### src/rtl/qnr_div_sched.sv
// rtl/qnr_div_sched.sv - credit-gated issue scheduler and result FIFO for the quantizer's shared divider
// Optional QNR_DIV_SCHED_STATS_EN adds stat_issued / stat_stall counters.
module qnr_div_sched #(
    parameter int NUM_W     = 16,
    parameter int DEN_W     = 8,
    parameter int Q_W       = 16,
    parameter int DIV_LAT   = 4,
    parameter int OUT_DEPTH = 4
) (
    input  logic             clk,
    input  logic             rst,
    input  logic             req0_valid,
    output logic             req0_ready,
    input  logic [NUM_W-1:0] req0_num,
    input  logic [DEN_W-1:0] req0_den,
    input  logic             req1_valid,
    output logic             req1_ready,
    input  logic [NUM_W-1:0] req1_num,
    input  logic [DEN_W-1:0] req1_den,
    output logic             div_start,
    output logic [NUM_W-1:0] div_num,
    output logic [DEN_W-1:0] div_den,
    input  logic [Q_W-1:0]   div_q,
    output logic             out_valid,
    input  logic             out_ready,
    output logic [Q_W-1:0]   out_q,
    output logic             out_id
`ifdef QNR_DIV_SCHED_STATS_EN
    ,
    output logic [31:0]      stat_issued,
    output logic [31:0]      stat_stall
`endif
);

    localparam int CW = $clog2(OUT_DEPTH + 1);

    logic [CW-1:0]      inflight_q, inflight_d;
    logic [CW-1:0]      fifo_count_q, fifo_count_d;
    logic               ptr_q, ptr_d;
    logic [DIV_LAT-1:0] tag_vld_q, tag_vld_d;
    logic [DIV_LAT-1:0] tag_id_q, tag_id_d;
    logic [Q_W-1:0]     ent_q_q [OUT_DEPTH];
    logic [Q_W-1:0]     ent_q_d [OUT_DEPTH];
    logic [OUT_DEPTH-1:0] ent_id_q, ent_id_d;

    logic [CW:0]   used;
    logic          credit_ok;
    logic          grant0, grant1, grant, grant_id;
    logic          push, push_id, pop;
    logic [CW-1:0] wr_idx;

    // Every issued op owns one FIFO slot from grant until it is popped.
    always_comb begin
        used      = {1'b0, inflight_q} + {1'b0, fifo_count_q};
        credit_ok = (used < (CW+1)'(OUT_DEPTH)) && !rst;
        grant0    = 1'b0;
        grant1    = 1'b0;
        if (credit_ok) begin
            if (req0_valid && req1_valid) begin
                grant0 = !ptr_q;
                grant1 = ptr_q;
            end else begin
                grant0 = req0_valid;
                grant1 = req1_valid;
            end
        end
        grant    = grant0 | grant1;
        grant_id = grant1;
    end

    always_comb begin
        req0_ready = grant0;
        req1_ready = grant1;
        div_start  = grant;
        div_num    = '0;
        div_den    = '0;
        if (grant1) begin
            div_num = req1_num;
            div_den = req1_den;
        end else if (grant0) begin
            div_num = req0_num;
            div_den = req0_den;
        end
    end

    always_comb begin
        ptr_d = ptr_q;
        if (grant) begin
            ptr_d = ~grant_id;
        end
        tag_vld_d    = tag_vld_q;
        tag_id_d     = tag_id_q;
        tag_vld_d[0] = grant;
        tag_id_d[0]  = grant_id;
        for (int i = 1; i < DIV_LAT; i++) begin
            tag_vld_d[i] = tag_vld_q[i-1];
            tag_id_d[i]  = tag_id_q[i-1];
        end
    end

    // Shift-register FIFO: entry 0 is the head, so out_q/out_id come straight from flops.
    always_comb begin
        push         = tag_vld_q[DIV_LAT-1];
        push_id      = tag_id_q[DIV_LAT-1];
        pop          = (fifo_count_q != '0) && out_ready;
        inflight_d   = inflight_q + CW'(grant) - CW'(push);
        fifo_count_d = fifo_count_q + CW'(push) - CW'(pop);
        wr_idx       = fifo_count_q - CW'(pop);
        ent_id_d     = ent_id_q;
        for (int i = 0; i < OUT_DEPTH; i++) begin
            ent_q_d[i] = ent_q_q[i];
        end
        for (int i = 0; i < OUT_DEPTH - 1; i++) begin
            if (pop) begin
                ent_q_d[i]  = ent_q_q[i+1];
                ent_id_d[i] = ent_id_q[i+1];
            end
        end
        for (int i = 0; i < OUT_DEPTH; i++) begin
            if (push && (wr_idx == CW'(i))) begin
                ent_q_d[i]  = div_q;
                ent_id_d[i] = push_id;
            end
        end
    end

    always_ff @(posedge clk) begin
        if (rst) begin
            inflight_q   <= '0;
            fifo_count_q <= '0;
            ptr_q        <= 1'b0;
            tag_vld_q    <= '0;
            tag_id_q     <= '0;
            ent_id_q     <= '0;
            for (int i = 0; i < OUT_DEPTH; i++) begin
                ent_q_q[i] <= '0;
            end
        end else begin
            inflight_q   <= inflight_d;
            fifo_count_q <= fifo_count_d;
            ptr_q        <= ptr_d;
            tag_vld_q    <= tag_vld_d;
            tag_id_q     <= tag_id_d;
            ent_id_q     <= ent_id_d;
            for (int i = 0; i < OUT_DEPTH; i++) begin
                ent_q_q[i] <= ent_q_d[i];
            end
        end
    end

    assign out_valid = (fifo_count_q != '0);
    assign out_q     = ent_q_q[0];
    assign out_id    = ent_id_q[0];

`ifdef QNR_DIV_SCHED_STATS_EN
    logic [31:0] stat_issued_q, stat_issued_d;
    logic [31:0] stat_stall_q, stat_stall_d;

    always_comb begin
        stat_issued_d = stat_issued_q + 32'(grant);
        stat_stall_d  = stat_stall_q;
        if ((req0_valid || req1_valid) && (used >= (CW+1)'(OUT_DEPTH))) begin
            stat_stall_d = stat_stall_q + 32'd1;
        end
    end

    always_ff @(posedge clk) begin
        if (rst) begin
            stat_issued_q <= '0;
            stat_stall_q  <= '0;
        end else begin
            stat_issued_q <= stat_issued_d;
            stat_stall_q  <= stat_stall_d;
        end
    end

    assign stat_issued = stat_issued_q;
    assign stat_stall  = stat_stall_q;
`endif

endmodule

### config.mk
export PLATFORM = sky130hd
export DESIGN_NAME = qnr_div_sched
export DESIGN_NICKNAME = d
export VERILOG_FILES = /design/src/rtl/qnr_div_sched.sv
export SDC_FILE = /design/constraint.sdc
export NUM_CORES = 1
export LEC_CHECK = 0
export ABC_AREA = 1
export CAP_MARGIN = 30
export CELL_PAD_IN_SITES_DETAIL_PLACEMENT = 1
export CELL_PAD_IN_SITES_GLOBAL_PLACEMENT = 2
export CORE_MARGIN = 8
export CORE_UTILIZATION = 26
export DETAILED_ROUTE_END_ITERATION = 10
export GPL_TIMING_DRIVEN = 0
export PLACE_DENSITY_LB_ADDON = 0.1
export SLEW_MARGIN = 5
export SYNTH_ARGS = -nofsm -noshare
export SYNTH_HDL_FRONTEND = slang
export SYNTH_SLANG_ARGS = --single-unit
### constraint.sdc
create_clock -name clk -period 2.8 [get_ports clk]
set_clock_uncertainty 0.2 [all_clocks]
set_input_delay 0.42 -clock clk [delete_from_list [all_inputs] [get_ports clk]]
set_output_delay 0.42 -clock clk [all_outputs]
set_load 0.1 [all_outputs]
[After elaboration in Yosys (flattened, before gate mapping)]
Memories as Yosys holds them, arrays and structs flattened.
Index checks and enable logic that the tools add are counted.
W data, S select, Z words.
Word-level totals
  flip-flop bits (word level): 19
  memory bits (writable): 64
  memories: 1
  output and inout bits: 45
Memories
  ent_q_q: depth 4, width 16, read ports 4, clocked after memory_dff 0, write ports 4, line 42  | logic [Q_W-1:0] ent_q_q [OUT_DEPTH];
Cells by class
  reduce and logical (&&, ||, !) cells: 14
  add/sub/neg operators: 6
  muxes and demuxes: 28
  eq/ne operators: 3
  bitwise logic cells: 6
  order comparisons: 1
Operators by type and width (count)
  $mux W16: 13
  $mux W8: 2
  $mux W1: 13
  $sub A3 B1 Y3: 3
  $logic_and A1 B1 Y1: 7
  $add A3 B1 Y3: 2
  $eq A3 B2 Y1 const B: 2
  $reduce_bool A2 Y1: 3
  $or A1 B1 Y1: 5
  $add A3 B3 Y4: 1
  $lt A4 B3 Y1 const B: 1
  $eq A3 B1 Y1 const B: 1
  $logic_not A3 Y1: 1
  $reduce_bool A3 Y1: 1
  $logic_not A1 Y1: 2
  $not A1 Y1: 1

[Logic depth before layout (Yosys ltp)]
  depth after elaboration: 7
  depth in mapped cells: 16

[Worst setup path after synthesis]
OpenSTA, ideal clock, no wires.
  path kind: register to register
  start: reg fifo_count_q[2]
  end: reg inflight_q[1]
  clock period less this slack: 4.293 ns
  stages on the path, launching flop included: 9
  required time: 2.472 ns
  buffers on the path: 0
  setup slack: -1.493 ns
  setup time: 0.128 ns
  data arrival time: 3.966 ns
  path through: dfxtp_1 ha_1 nor2_1 nand3_2 o21ai_0 ha_1 fa_1 inv_1 nor2_1
Between the ends
  longest elaborated chain between the ends: 7
  elaborated cells between the ends (all ways): 8
  classes of those cells: add/sub (3); order compare (1); mux (2); bitwise (1); reduce/logical (1)
RTL lines
  start: declaration: line 38  | logic [CW-1:0] fifo_count_q, fifo_count_d;
  start signal: assignment: line 140  | fifo_count_q <= fifo_count_d;
  $add A3 B3 Y4 (*): line 54  | used = {1'b0, inflight_q} + {1'b0, fifo_count_q};
  $lt A4 B3 Y1 (*): line 55  | credit_ok = (used < (CW+1)'(OUT_DEPTH)) && !rst;
  $logic_and A1 B1 Y1 (*): line 55
  $mux W1: line 58  | if (credit_ok) begin
  $or A1 B1 Y1 (*): line 67  | grant = grant0 | grant1;
  named net div_start: line 20  | output logic div_start,
  $add A3 B1 Y3 (*): line 106  | inflight_d = inflight_q + CW'(grant) - CW'(push);
  $sub A3 B1 Y3 (*): line 106
  named net inflight_d[1]: line 37  | logic [CW-1:0] inflight_q, inflight_d;
  end signal: assignment: line 139  | inflight_q <= inflight_d;
  end: declaration: line 37
Mark *: on every way through the listed nets, which the timed path passes. The rest lies on a longest branch.
A chain may end at the register's enable or synchronous reset.

[Worst setup path in the final report]
  start: reg fifo_count_q[2]
  end: out out_valid
Between the ends
  longest elaborated chain between the ends: 1
RTL lines
  $reduce_bool A3 Y1: line 151  | assign out_valid = (fifo_count_q != '0);
  end: declaration: line 24  | output logic out_valid,
No other way between the ends.

==> results.md <==
- The tightest min-delay check is of the input port to flip-flop type.
- The power spent charging and discharging nets is 0.003205 W.
- The most instantiated flip-flop cell in the synthesis netlist is sky130_fd_sc_hd__dfxtp_1.
- The mean cell area of the mapped netlist is 6.514 sq um.
- The final critical path takes up 95.43% of the cycle.
- The kind of cell with the highest combined delay on the critical path is buffers and inverters.
- The top cell type by area accounts for 35.28% of the synthesized area.
- Counting instances in the post-synthesis netlist gives the leading cell types as sky130_fd_sc_hd__nand2_1, sky130_fd_sc_hd__nor2_1, sky130_fd_sc_hd__dfxtp_1.
- The die is 150.6 microns tall.
- The Yosys step of the flow raised 0 warnings.
- The total overflow left after global routing is 0.
- By area the synthesized netlist is led by sky130_fd_sc_hd__dfxtp_1, sky130_fd_sc_hd__nand2_1, sky130_fd_sc_hd__nor2_1.
- STA puts the critical path data arrival time at 2050 ps.
- Pin placement for this block handled 114 I/O pins.
- The total design power is 0.006992 W.
- The sequential fraction of the synthesis area is 35.28%.
- The maximum buffer depth of the clock tree is 2.
- Dividing the detail-routed wire length by the instance count gives 14.35 microns.
- The via count of the first global-routing pass is 4913.
- The total area inside the core boundary comes to 17840 sq um.
- At the worst endpoint, the required time is 2180 ps.
- The worst-path maximum fanout is 4.
- The total of endpoints with negative setup slack in the final report is 0.
- The routability congestion estimate is 0.7017.
- After floorplanning, the core was divided into 49 placement rows.
- Among all cell types in the netlist, the one instantiated most often is sky130_fd_sc_hd__nand2_1.
- The flip-flop and latch count after synthesis is 83.
- For this design, the CTS-stage hold fixing added 0 buffers.
- Net switching is 45.84% of the power.
- In the final layout, the multi-input gates occupy 2529 sq um.
- For the finished layout, the period the worst path requires is 2672 ps.
- The share of final-layout standard cells stronger than drive strength 1 is 15.72%.
- CTS placed an instance of sky130_fd_sc_hd__clkbuf_16 at the clock tree root.
- The number of antenna violations at the first check in global routing was 0.
- The total count of max-transition violations in the final report came to 0.
- Across the run, the number of max-cap violations was 0.
- After detailed routing, the number of remaining DRC violations is 0.
- Setup total negative slack on the finished layout was measured at 0 ps.
- The global-route total usage across every layer is 14.16%.
- The maximum vdd drop is 0.5716 mV.
- The number of hold violations in the final report is 0.
- The count of input and output buffers is 113.
- The total leakage power is 3.174 nW.
- The peak per-stage delay on the critical path is 1140 ps.
- Compared with the post-synthesis result, the final layout area differs by 44.31%.
- The power per unit of standard cell area is 1029 nW/um^2.
- The internal power component is 0.003787 W.
- The cell with the largest stage delay on the worst path is sky130_fd_sc_hd__clkdlybuf4s50_1.
- The initial core utilization is 26.40%.
- The clock network accounts for 19.8% of the total power.
- After the last flow step, the layout net total stands at 934.
- Entering global routing, the biggest net connects 14 pins.
- The number of H-tree levels is 3.
- The critical path is of the flip-flop to output pin type.
- Traced cell by cell, the critical path runs through inv_2 > nand3_4 > clkdlybuf4s50_1.
- The synthesized instance count is 723.
- Counting the buffers created by CTS gives 9.
- The post-placement cell count is 1065.
- In this run, distinct cell masters in the synthesized netlist total 22.
- The area of all sequential standard cells is 1669 sq um.
- The logic gate share of total power is 56.0%.
- The net count after synthesis is 802.
- The die covers 22680 sq um.
- Together, buffers and inverters on the worst path number 2.
- CTS saw 83 sinks.
- The pre-antenna-repair detailed-routing pass consisted of 4 iterations.
- sky130_fd_sc_hd__dfxtp_1 takes more of the synthesized area than any other cell.
- The synthesized design contains 0 enable-type register cells.
- The average vias per placed instance is 4.223.
- The critical path launch point type is a flip-flop.
- The maximum clock frequency is 374.2 MHz.
- The kind of capture point of the worst setup path is an output pin.
- The headroom to the max-slew limit is 35.03%.
- The count of antenna-violating nets left after detailed routing is 0.
- TritonCTS built the clock tree.
- The share of total power dissipated in sequential elements is 24.2%.
- The async set-or-reset flop fraction in the synthesized netlist is 0%.
- The netlist area before placement is 4710 sq um.
- The via count is 4595.
- The flow ran to the end, and the final reports show no timing, DRC or antenna violations.
- The number of antenna diodes in the final layout is 0.
- For this block, the initial DRC count from the detailed router was 128.
- The floorplan step set the die width to 150.6 microns.
- The transition at the pin with the smallest max-transition slack is 971.5 ps.
- The count of filler cells inserted in the layout is 2244.
- Clock-pin slew was measured on the worst setup and hold paths at 60 ps.
- The routed design has 15.61 mm of wire.
- The first global-routing pass estimated 25.44 mm of wire.
- The non-filler instance count after layout is 1088.
- Detailed placement ended at an HPWL of 12.67 mm.
- At the later pin of the worst-skew pair, clock insertion delay measures 350 ps.
[cells by family after synthesis]
kind of cell	after synthesis	synth area share, %
adder cells (fa/ha/maj)	10	2.976
AO/OA/AOI/OAI	23	2.444
flip-flops	83	35.28
XOR/XNOR	2	0.3720
buffers and inverters	101	12.70
AND/OR/NAND/NOR	504	46.23
[final timing paths]
path / slack [ps] / to / start / depth (start not counted)
setup / recovery: 130 / out_valid / fifo_count_q[2] / 3
setup reg to reg: 200 / ent_q_q[0][15] / fifo_count_q[2] / 15
hold / removal: 150 / fifo_count_q[2] / rst / 2
hold reg to reg: 200 / tag_vld_q[1] / tag_vld_q[0] / 2
[power groups by stage]
| stage | Sequential [W] | Clock (W) | Combinational, W |
|---|---|---|---|
| after detailed placement | 0.00171 | 0 | 0.00371 |
| final | 0.00170 | 0.00138 | 0.00391 |
| after floorplan | 0.00170 | 0 | 0.00287 |
| after CTS | 0.00169 | 0.00142 | 0.00387 |
| after global placement | 0.00170 | 0 | 0.00364 |
| after global routing | 0.00173 | 0.00147 | 0.00427 |
[registers in the layout, indices dropped and copies added, names as in the netlist]
register,count
ent_q_q,64
ent_id_q,4
tag_id_q,4
tag_vld_q,4
fifo_count_q,3
inflight_q,3
ptr_q,1
[worst reg2reg max path, cell delays in order (launching register included)]
cell and delay, ps:
sky130_fd_sc_hd__dfxtp_4 370, sky130_fd_sc_hd__inv_2 90, sky130_fd_sc_hd__nand3_4 110, sky130_fd_sc_hd__nand2_8 90
sky130_fd_sc_hd__buf_6 140, sky130_fd_sc_hd__inv_1 70, sky130_fd_sc_hd__ha_1 180, sky130_fd_sc_hd__ha_1 310
sky130_fd_sc_hd__inv_1 80, sky130_fd_sc_hd__nor2_2 170, sky130_fd_sc_hd__nand2_4 130, sky130_fd_sc_hd__nand2_4 130
sky130_fd_sc_hd__buf_6 150, sky130_fd_sc_hd__nand2_1 80, sky130_fd_sc_hd__nor2_1 140, sky130_fd_sc_hd__nor2_1 50
[final cells by class]
class | count | share of cell area, %
inverters | 48 | 2.688
plain buffers | 53 | 6.241
multi-input cells | 540 | 37.21
clock inverters | 4 | 1.454
clock buffers | 11 | 3.571
flip-flops and latches | 83 | 24.56
repair buffers | 120 | 20.07
well taps | 229 | 4.216
[per-stage QoR]
stage	worst slack (ps)	hold WS, ps	instance area [sq um]	utilization [%]
5_1_grt	-3.612	156.4	6797	38.10
3_3_place_gp	-891.9	191.5	6138	34.41
6_report	127.9	152.3	6797	38.10
2_1_floorplan	-41.68	188.3	4721	-
4_1_cts	-17.79	206.6	6665	37.36
3_5_place_dp	-946.4	197.4	6138	34.41
[what timing repair did]
item | CTS | global route
setup endpoints to repair | 61 | 57
pin swaps | 1 | 4
resized for setup | 223 | 27
buffers inserted | 0 | 5
cloned | 0 | 3
[cell usage in the layout, fill, tap and decap left out, types with 2 or more instances in the layout]
master,n
sky130_fd_sc_hd__or2_2,2
sky130_fd_sc_hd__nor2_1,202
sky130_fd_sc_hd__buf_12,18
sky130_fd_sc_hd__buf_2,7
sky130_fd_sc_hd__fa_1,2
sky130_fd_sc_hd__ha_1,7
sky130_fd_sc_hd__bufinv_16,3
sky130_fd_sc_hd__nand3b_1,51
sky130_fd_sc_hd__clkbuf_1,8
sky130_fd_sc_hd__nand2_2,13
sky130_fd_sc_hd__buf_6,22
sky130_fd_sc_hd__nand2_4,8
sky130_fd_sc_hd__inv_2,3
sky130_fd_sc_hd__o21ai_0,18
sky130_fd_sc_hd__nand2_1,220
sky130_fd_sc_hd__a21oi_1,3
sky130_fd_sc_hd__clkbuf_16,9
sky130_fd_sc_hd__inv_1,43
sky130_fd_sc_hd__xor2_1,2
sky130_fd_sc_hd__dfxtp_1,79
sky130_fd_sc_hd__nor2_2,4
sky130_fd_sc_hd__buf_4,32
sky130_fd_sc_hd__clkdlybuf4s50_1,85
sky130_fd_sc_hd__dfxtp_2,3
[layer usage]
metal / up-vias / global-route usage (%) / wire length, microns
met3: 9 / 4.208 / 825
met5: - / 0 / 0
li1: 2439 / - / -
met2: 75 / 23.39 / 7093
met1: 2072 / 17.52 / 7522
met4: 0 / 4.008 / 169
No activity file was read; power rests on OpenSTA's default activity.
